### src/rtl/bignum_tx_pkg.sv
// Shared types and constants for the bignum TX scheduler.
package bignum_tx_pkg;

    typedef enum logic [2:0] {
        IDLE,
        LOAD,
        HEADER,
        SETTLE,
        SEND,
        DONE
    } state_e;

    localparam logic [7:0] HEADER_TAG = 8'hA0;

    // Header byte announcing which producer owns the following number
    function automatic logic [7:0] header_byte(input logic [3:0] id);
        return HEADER_TAG | {4'h0, id};
    endfunction

endpackage

### src/rtl/rr_arbiter.sv
// Round-robin pick: first requester at or after the pointer, wrapping.
module rr_arbiter #(
    parameter int unsigned N    = 2,
    parameter int unsigned ID_W = (N > 1) ? $clog2(N) : 1
) (
    input  logic [N-1:0]    i_req,
    input  logic [ID_W-1:0] i_ptr,
    output logic [N-1:0]    o_grant,
    output logic [ID_W-1:0] o_id,
    output logic            o_any
);

    // Walk the requesters starting at the pointer and keep the first hit
    always_comb begin
        logic [ID_W-1:0] idx;
        logic            found;
        o_grant = '0;
        o_id    = '0;
        found   = 1'b0;
        idx     = i_ptr;
        for (int k = 0; k < N; k++) begin
            if (!found && i_req[idx]) begin
                found        = 1'b1;
                o_grant[idx] = 1'b1;
                o_id         = idx;
            end
            idx = (idx == ID_W'(N - 1)) ? '0 : idx + 1'b1;
        end
        o_any = found;
    end

endmodule

### src/rtl/bignum_tx_scheduler.sv
// Shares one byte repeater and one UART TX between several producers of large numbers.
// Each granted number is loaded word-wise into the repeater, then sent as a header byte
// followed by the number's bytes, LSB first.
module bignum_tx_scheduler
    import bignum_tx_pkg::*;
#(
    parameter int unsigned REGISTER_SIZE = 32,
    parameter int unsigned BITS_IN_NUM   = 4096,
    parameter int unsigned NUM_REQ       = 2,
    parameter int unsigned SETTLE_CYCLES = 3
) (
    input  logic                             clk_in,
    input  logic                             rst_in,
    input  logic [NUM_REQ-1:0]               req_in,
    output logic [NUM_REQ-1:0]               grant_out,
    input  logic [NUM_REQ*REGISTER_SIZE-1:0] data_in,
    input  logic [NUM_REQ-1:0]               valid_in,
    output logic [REGISTER_SIZE-1:0]         rep_data_out,
    output logic                             rep_valid_out,
    output logic                             rep_request_next_out,
    input  logic [7:0]                       rep_byte_in,
    input  logic                             rep_byte_valid_in,
    output logic [7:0]                       uart_data_out,
    output logic                             uart_trigger_out,
    input  logic                             uart_busy_in,
    output logic                             busy_out,
    output logic                             done_out
);

    localparam int unsigned NUM_WORDS = BITS_IN_NUM / REGISTER_SIZE;
    localparam int unsigned NUM_BYTES = BITS_IN_NUM / 8;
    localparam int unsigned CNT_W     = $clog2(NUM_BYTES + 1);
    localparam int unsigned ID_W      = (NUM_REQ > 1) ? $clog2(NUM_REQ) : 1;
    localparam int unsigned SET_W     = $clog2(SETTLE_CYCLES + 2);

    state_e               r_state;
    logic [NUM_REQ-1:0]   r_grant;
    logic [ID_W-1:0]      r_id;
    logic [ID_W-1:0]      r_rr;
    logic [CNT_W-1:0]     r_word_cnt;
    logic [CNT_W-1:0]     r_byte_cnt;
    logic [SET_W-1:0]     r_settle;
    logic [7:0]           r_uart_data;
    logic                 r_uart_trig;
    logic                 r_rep_req;
    logic                 r_done;

    logic [NUM_REQ-1:0]       w_grant;
    logic [ID_W-1:0]          w_id;
    logic                     w_any;
    logic [REGISTER_SIZE-1:0] w_word;
    logic                     w_valid;

    rr_arbiter #(
        .N    (NUM_REQ),
        .ID_W (ID_W)
    ) u_arb (
        .i_req   (req_in),
        .i_ptr   (r_rr),
        .o_grant (w_grant),
        .o_id    (w_id),
        .o_any   (w_any)
    );

    // Forward only the granted producer's word; everything else is ignored
    always_comb begin
        w_word = '0;
        for (int i = 0; i < NUM_REQ; i++) begin
            if (r_grant[i]) begin
                w_word = data_in[i*REGISTER_SIZE +: REGISTER_SIZE];
            end
        end
        w_valid = (r_state == LOAD) && ((valid_in & r_grant) != '0);
    end

    assign rep_data_out         = (r_state == LOAD) ? w_word : '0;
    assign rep_valid_out        = w_valid;
    assign rep_request_next_out = r_rep_req;
    assign grant_out            = r_grant;
    assign uart_data_out        = r_uart_data;
    assign uart_trigger_out     = r_uart_trig;
    assign busy_out             = (r_state != IDLE);
    assign done_out             = r_done;

    // Scheduler FSM with counters and registered pulse outputs
    always_ff @(posedge clk_in) begin
        if (rst_in) begin
            r_state     <= IDLE;
            r_grant     <= '0;
            r_id        <= '0;
            r_rr        <= '0;
            r_word_cnt  <= '0;
            r_byte_cnt  <= '0;
            r_settle    <= '0;
            r_uart_data <= '0;
            r_uart_trig <= 1'b0;
            r_rep_req   <= 1'b0;
            r_done      <= 1'b0;
        end else begin
            r_uart_trig <= 1'b0;
            r_rep_req   <= 1'b0;
            r_done      <= 1'b0;
            unique case (r_state)
                IDLE: begin
                    if (w_any) begin
                        r_grant <= w_grant;
                        r_id    <= w_id;
                        r_state <= LOAD;
                    end
                end
                LOAD: begin
                    if (w_valid) begin
                        if (r_word_cnt == CNT_W'(NUM_WORDS - 1)) begin
                            r_word_cnt <= '0;
                            r_state    <= HEADER;
                        end else begin
                            r_word_cnt <= r_word_cnt + 1'b1;
                        end
                    end
                end
                HEADER: begin
                    if (!uart_busy_in) begin
                        r_uart_data <= header_byte(4'(r_id));
                        r_uart_trig <= 1'b1;
                        r_settle    <= SET_W'(SETTLE_CYCLES);
                        r_state     <= SETTLE;
                    end
                end
                SETTLE: begin
                    // Busy lags the trigger, so it is only trusted once the settle count expires
                    if (r_settle != '0) begin
                        r_settle <= r_settle - 1'b1;
                    end else if (!uart_busy_in) begin
                        r_state <= SEND;
                    end
                end
                SEND: begin
                    if (rep_byte_valid_in && !uart_busy_in) begin
                        r_uart_data <= rep_byte_in;
                        r_uart_trig <= 1'b1;
                        r_rep_req   <= 1'b1;
                        if (r_byte_cnt == CNT_W'(NUM_BYTES - 1)) begin
                            r_done  <= 1'b1;
                            r_state <= DONE;
                        end else begin
                            r_byte_cnt <= r_byte_cnt + 1'b1;
                            r_settle   <= SET_W'(SETTLE_CYCLES);
                            r_state    <= SETTLE;
                        end
                    end
                end
                DONE: begin
                    r_grant    <= '0;
                    r_rr       <= (r_id == ID_W'(NUM_REQ - 1)) ? '0 : r_id + 1'b1;
                    r_word_cnt <= '0;
                    r_byte_cnt <= '0;
                    r_state    <= IDLE;
                end
                default: r_state <= IDLE;
            endcase
        end
    end

endmodule

### config.mk
export PLATFORM = sky130hd
export DESIGN_NAME = bignum_tx_scheduler
export DESIGN_NICKNAME = d
export VERILOG_FILES = /design/src/rtl/bignum_tx_pkg.sv /design/src/rtl/rr_arbiter.sv /design/src/rtl/bignum_tx_scheduler.sv
export SDC_FILE = /design/constraint.sdc
export NUM_CORES = 1
export LEC_CHECK = 0
export BUFFER_PORTS_ARGS = -buffer_cell sky130_fd_sc_hd__buf_2
export CORE_ASPECT_RATIO = 1.4
export CORE_UTILIZATION = 47
export CTS_BUF_LIST = sky130_fd_sc_hd__clkbuf_4
export DETAILED_ROUTE_END_ITERATION = 8
export PLACE_DENSITY = 0.83
export SLEW_MARGIN = 20
export SYNTH_ARGS = -nofsm -noshare
export SYNTH_HDL_FRONTEND = slang
export SYNTH_SLANG_ARGS = --single-unit
### constraint.sdc
create_clock -name clk_in -period 2.4 [get_ports clk_in]
set_input_delay 0.48 -clock clk_in [delete_from_list [all_inputs] [get_ports clk_in]]
set_output_delay 0.48 -clock clk_in [all_outputs]
set_load 0.01 [all_outputs]
==> out/metrics.yaml, run 1 <==
critical_path:
  path_class: "reg2out"
  cp_slowest_cell: "dfxtp_2"
  cp.arrival_ps: 1810
  cp_max_fo: 33
  cpPeakStageDelay_ps: 440
  cp.required_ps: 1920
  start_kind: "flop"
  crit_path_cell_trace: "or3b_1 > buf_4 > nor2_1 > buf_2"
  cp-end-kind: "output port"
floorplanning:
  die_h_um: 87.2
  io-pin-count: 127
  die_w_um: 62.8
  core.rowCount: 30
  initial_core_util_pct: 49.5
  core_area_sq_um: 4920
  dieArea_sq_um: 5480
synth:
  syn-num-nets: 410
  synthArstFlopShare_pct: 0
  syn_avg_cell_area_sq_um: 7.47
  seq_area_frac_synth_pct: 33.7
  synth_common_cells: "nor2_1, dfxtp_1, a22oi_1"
  synthCells: 326
  yosysUniqueCellTypes: 45
  synth_enable_flop_cells: 0
  synth_largest_area_cell: "dfxtp_1"
  ys.flop_type: "dfxtp_1"
  syn-cell-area_sq_um: 2430
  synth_warnings: 0
  synth.area.top_cells: "dfxtp_1, a22oi_1, nor2_1"
  ys_ff_latch: 41
  yosysMostFrequentCell: "nor2_1"
  yosysTopAreaCellShare_pct: 33.7
outcome:
  outcome: "complete, no violations"
global_route:
  globalRouteMet1Util_pct: 26.0
  grt_pass1_wl_um: 10900
  grt_pass1_vias: 2489
  grt_usage_pct: 24.9
  antenna_found_initial: 0
  met2_usage_pct: 47.0
  overflow: 0
  grt_busiest_layer: "met2"
  grt_util_met3_pct: 6.28
  grt_max_degree: 34
power:
  ir_worst_vdd_mv: 0.349
  intPower_w: 0.00116
  p_sw_w: 0.000728
  clkPwrFrac_pct: 18.5
  swShare_pct: 38.6
  pwr-share-comb_pct: 40.2
  power.share.sequential_pct: 41.3
  cellPowerDensity_nw_per_um2: 596
  leakage_nw: 1.43
final_layout:
  fin_util_pct: 64.3
  nets: 528
  fin_area_sq_um: 3160
  fillers: 429
  instances_no_fill: 509
  area_growth_syn_to_layout_pct: 29.9
  final_layout_size_suffix_gt1_share_pct: 34.2
  diodes: 0
timing:
  finalSetupViolCount: 0
  setup_slack_ps: 113
  max_slew_margin_pct: 54.3
  rsz0062_at_grt: "false"
  finalCriticalPeriod_ps: 2290
  fin_skew_ps: 9.78
  worst_pin_slew_ps: 682
  drv_slew: 0
  hold_violations: 0
  finalSetupTns_ps: 0
  fmax_mhz: 437
  period_share_pct: 95.3
worst_hold_path:
  hp-class: "in2reg"
clocking:
  ctsLongestPathBuffers: 2
  clock_latency_ps: 350
  clk_pin_slew_ps: 120
  root_buffer: "clkbuf_4"
  cts_hold_buf: 0
  cts.sinks: 41
  cts_tree: "yes"
  ctsHtreeMaxLevel: 2
  cts_buffers: 5
place:
  globalplace.congestion: 0.919
  hpwl_um: 5340
  post-place-cells: 501
  port_buffers: 126
  dp_slack_ps: 343
  postPlaceCellArea_sq_um: 3110
drt:
  drt_iter0_drc: 114
  route.detailed.drc: 0
  vias: 2794
  routed_via_density: 5.49
  finalWirelength_um: 6950
  dr.pass1.iters: 4
  ant_nets: 0
  wire_per_inst_um: 13.7
flow_run:
  drv_cap: 0
## layout by cell type, fill, tap and decap left out, types with 2 or more instances in the layout
cell type and instances:
a211oi_1 3, a21oi_1 16, a22oi_1 39, buf_2 126, buf_4 7, clkbuf_4 6, clkinv_2 2, dfxtp_1 39
dfxtp_2 2, ha_1 4, inv_1 7, mux2i_1 5, nand2_1 26, nand2b_1 6, nand3_1 12, nand3b_1 3
nand4_1 3, nand4b_1 2, nor2_1 70, nor2b_1 7, nor3_1 9, nor3_2 2, nor3b_1 3, nor4_1 3
o21ai_0 10, o22ai_1 2, or3_1 4, or4_1 2, xor2_1 7
## repair_timing
action,in CTS,in global routing
gates resized for setup,0,2
setup endpoints to repair,0,33
setup buffers,0,0
## cells by family after synthesis
| family | share of synthesized area (%) |
|---|---|
| multiplexers | 2.06 |
| buffers and inverters | 4.98 |
| AO/OA/AOI/OAI | 22.9 |
| flip-flops | 33.7 |
| AND/OR/NAND/NOR | 31.4 |
| adder cells (fa/ha/maj) | 2.06 |
| XOR/XNOR | 2.88 |
## worst paths after layout
| path | startpoint | endpoint | slack [ps] | depth (start not counted) |
|---|---|---|---|---|
| max reg2reg | r_byte_cnt[0] | r_settle[0] | 360 | 6 |
| max | r_state[0] | rep_data_out[4] | 110 | 4 |
| min | rep_byte_in[6] | uart_data_out[6] | 370 | 3 |
| min reg2reg | uart_data_out[7] | uart_data_out[7] | 460 | 2 |
## final cells by class
class	count	area (sq um)	area share, %
multi-input combinational	256	1500	47.3
sequential	41	823	26.0
timing repair buffer	133	683	21.6
tap	64	80.1	2.53
clock buffer	6	45.0	1.42
inverter	7	26.3	0.831
clock inverter	2	10.0	0.316
## routing by layer
layer	share of wire [%]	vias up	wire, um
li1	-	1404	-
met4	1.9	0	129
met5	0	-	0
met2	52	127	3620
met1	39	1253	2700
met3	7.3	10	507
## power groups by stage
stage	combinational [W]	sequential [W]	clock, W
3_3_place_gp	0.000738	0.000789	0
4_1_cts	0.000753	0.000776	0.000360
5_1_grt	0.000841	0.000789	0.000392
2_1_floorplan	0.000531	0.000767	0
3_5_place_dp	0.000750	0.000791	0
6_report	0.000758	0.000778	0.000349
## sequential cells by signal, indices dropped and copies added (netlist names)
name                  flops
uart_data_out             8
r_state                   3
r_byte_cnt               10
done_out                  1
r_word_cnt               10
r_settle                  3
r_id                      1
r_rr                      1
rep_request_next_out      1
grant_out                 2
uart_trigger_out          1
## per-stage QoR
stage | power (W) | hold slack [ps]
4_1_cts | 0.00189 | 358
3_3_place_gp | 0.00153 | 440
3_5_place_dp | 0.00154 | 442
5_1_grt | 0.00202 | 365
2_1_floorplan | 0.00130 | 448
6_report | 0.00189 | 371
## worst max-delay path, delay by kind of cell, from the launching register on
kind | cells | cell delay (ps)
and+or+nand+nor | 2 | 590
DFF | 1 | 440
buffers and inverters | 2 | 420
Power figures use the tool's default switching activity.
==> run 2: changes to the inputs <==
CORE_ASPECT_RATIO = 0.75   (was 1.4)
PLACE_DENSITY = 0.84   (was 0.83)
clock period = 2.6 ns   (was 2.4 ns; I/O delays follow)
==> run 2 against run 1 <==
Effect of this change:
- sequential power down 8.6%
- setup slack better by 110 ps
- largest cell class unchanged
- highest routed layer unchanged
- first-iteration DRC count is 12% higher
- combinational power fell by 5.1%
- clock skew rose by 3.4 ps
- largest power group is now combinational cells
- via count down 2.0%
- non-clock buffer count is the same
==> out/metrics.yaml, run 2 (synthesis gave the netlist of run 1 again) <==
final_layout:
  fin_area_sq_um: 3180  # +0.67%
  diodes: 0  # unchanged
  area_growth_syn_to_layout_pct: 30.8
  layout_common_cells: "buf_2, nor2_1, dfxtp_1, a22oi_1, nand2_1"
  fillers: 438  # +2.1%
  instances_no_fill: 505  # -0.79%
  nets: 528  # unchanged
  final_layout_size_suffix_gt1_share_pct: 33.5  # -0.67 points
  layout_commonest_cell: "buf_2"
clocking:
  ctsHtreeMaxLevel: 2  # unchanged
  cts_hold_buf: 0  # unchanged
  ctsResizeCount: 0  # unchanged
  cts.sinks: 41  # unchanged
  cts_tree: "yes"
  cts_setup_buffers: 0  # unchanged
  ctsLongestPathBuffers: 2  # unchanged
  clk_pin_slew_ps: 130  # about the same
  root_buffer: "clkbuf_4"
  clock_latency_ps: 350  # about the same
  cts_buffers: 5  # unchanged
drt:
  routed_via_density: 5.42  # -1.3%
  vias: 2737  # -2.0%
  drt_iter0_drc: 128  # +12%
  ant_nets: 0  # unchanged
  finalWirelength_um: 6800  # -2.2%
  wire_per_inst_um: 13.5  # -1.4%
  dr.pass1.iters: 5  # +1
  route.detailed.drc: 0  # unchanged
power:
  pwr-share-comb_pct: 39.0  # -1.2 points
  finalPower_w: 0.00184  # -2.2%
  p_sw_w: 0.000672  # -7.7%
  intPower_w: 0.00117  # +1.3%
  clkPwrFrac_pct: 22.5  # +4.0 points
  ir_worst_vdd_mv: 0.303  # -13%
  leakage_nw: 1.43  # +0.68%
  cellPowerDensity_nw_per_um2: 579  # -2.8%
  power.share.sequential_pct: 38.6  # -2.7 points
  swShare_pct: 36.4  # -2.2 points
timing:
  finalCriticalPeriod_ps: 2380
  max_slew_margin_pct: 46.2  # -8.1 points
  rsz0062_at_grt: "false"
  period_share_pct: 91.5
  drv_slew: 0  # unchanged
  finalSetupTns_ps: 0  # unchanged
  fin_skew_ps: 13.2  # +3.40 ps
  setup_slack_ps: 222  # +109 ps
  fmax_mhz: 420
  finalSetupViolCount: 0  # unchanged
  worst_pin_slew_ps: 804  # +122 ps
  hold_violations: 0  # unchanged
floorplanning:
  core.rowCount: 22  # -27%
  die_w_um: 85.1  # +35%
  die_h_um: 64.3  # -26%
  initial_core_util_pct: 49.4  # -0.10 points
  core_area_sq_um: 4930  # +0.20%
  io-pin-count: 127  # unchanged
  dieArea_sq_um: 5480  # about the same
global_route:
  antenna_found_initial: 0  # unchanged
  grt_max_degree: 35  # +2.9%
  grt_pass1_vias: 2409  # -3.2%
  overflow: 0  # unchanged
  grt_usage_pct: 24.4  # -0.48 points
  grt_pass1_wl_um: 10900  # -0.63%
place:
  postPlaceCellArea_sq_um: 3100  # -0.16%
  dp_slack_ps: 481  # +138 ps
  post-place-cells: 497  # -0.80%
  hpwl_um: 5140  # -3.7%
  globalplace.congestion: 0.872  # -5.2%
  port_buffers: 126  # unchanged
outcome:
  outcome: "complete, no violations"
critical_path:
  cp_max_fo: 12  # -64%
  cp-end-kind: "output port"
  reg2reg_slack_ps: 430  # +70 ps
  path_class: "reg2out"
  cp.required_ps: 2080  # +160 ps
  cp.arrival_ps: 1860  # +50 ps
  start_kind: "flop"
flow_run:
  drv_cap: 0  # unchanged
worst_hold_path:
  hp-class: "in2reg"
## run 2: changes by cell type in the layout (fill, tap and decap cells not counted)
| cell | previous run | this run |
|---|---|---|
| nor2b_4 | 0 | 1 |
| nor2b_2 | 1 | 0 |
| dfxtp_2 | 2 | 0 |
| bufinv_16 | 0 | 1 |
| clkinv_1 | 0 | 1 |
| clkinv_2 | 2 | 0 |
| dfxtp_1 | 39 | 41 |
## run 2: layer usage
layer | vias to the layer above | global-route usage, % | routed length (um)
li1 | 1391 | - | -
met1 | 1245 | 31.9 | 3140
met2 | 99 | 41.3 | 3170
met3 | 2 | 4.39 | 453
met4 | 0 | 6.78 | 33
met5 | - | 0 | 0
## run 2: final cells by class
| class | count | area, sq um | area share, % |
|---|---|---|---|
| Clock buffer | 6 | 45.0 | 1.41 |
| Clock inverter | 2 | 33.8 | 1.06 |
| Inverter | 7 | 26.3 | 0.825 |
| Multi-Input combinational cell | 256 | 1500 | 47.1 |
| Sequential cell | 41 | 821 | 25.8 |
| Tap cell | 60 | 75.1 | 2.36 |
| Timing Repair Buffer | 133 | 683 | 21.5 |
## run 2: power groups by stage
stage | registers [W] | clock network (W) | logic [W]
5_1_grt | 0.000717 | 0.000453 | 0.000797
3_3_place_gp | 0.000722 | 0 | 0.000696
3_5_place_dp | 0.000724 | 0 | 0.000712
4_1_cts | 0.000709 | 0.000424 | 0.000715
6_report | 0.000711 | 0.000414 | 0.000719
2_1_floorplan | 0.000708 | 0 | 0.000490
## run 2: path summary, 6_finish.rpt
check | startpoint | to | cells after the start
worst max-delay path | r_state[2] | rep_valid_out | 3
worst min register to register | uart_data_out[5] | uart_data_out[5] | 2
worst min-delay path | rep_byte_in[6] | uart_data_out[6] | 3
worst max register to register | r_byte_cnt[0] | r_byte_cnt[4] | 6
## run 2: through the flow
step,util (%),hold WS (ps)
after global placement,62.9,441
after global routing,64.6,410
after CTS,64.5,415
final,64.6,428
after floorplan,-,448
after detailed placement,62.9,448
## run 2: critical path, stage by stage, from the launching register on
cell and delay (ps):
dfxtp_1 430, or3b_1 470, nor2_1 390, buf_2 220
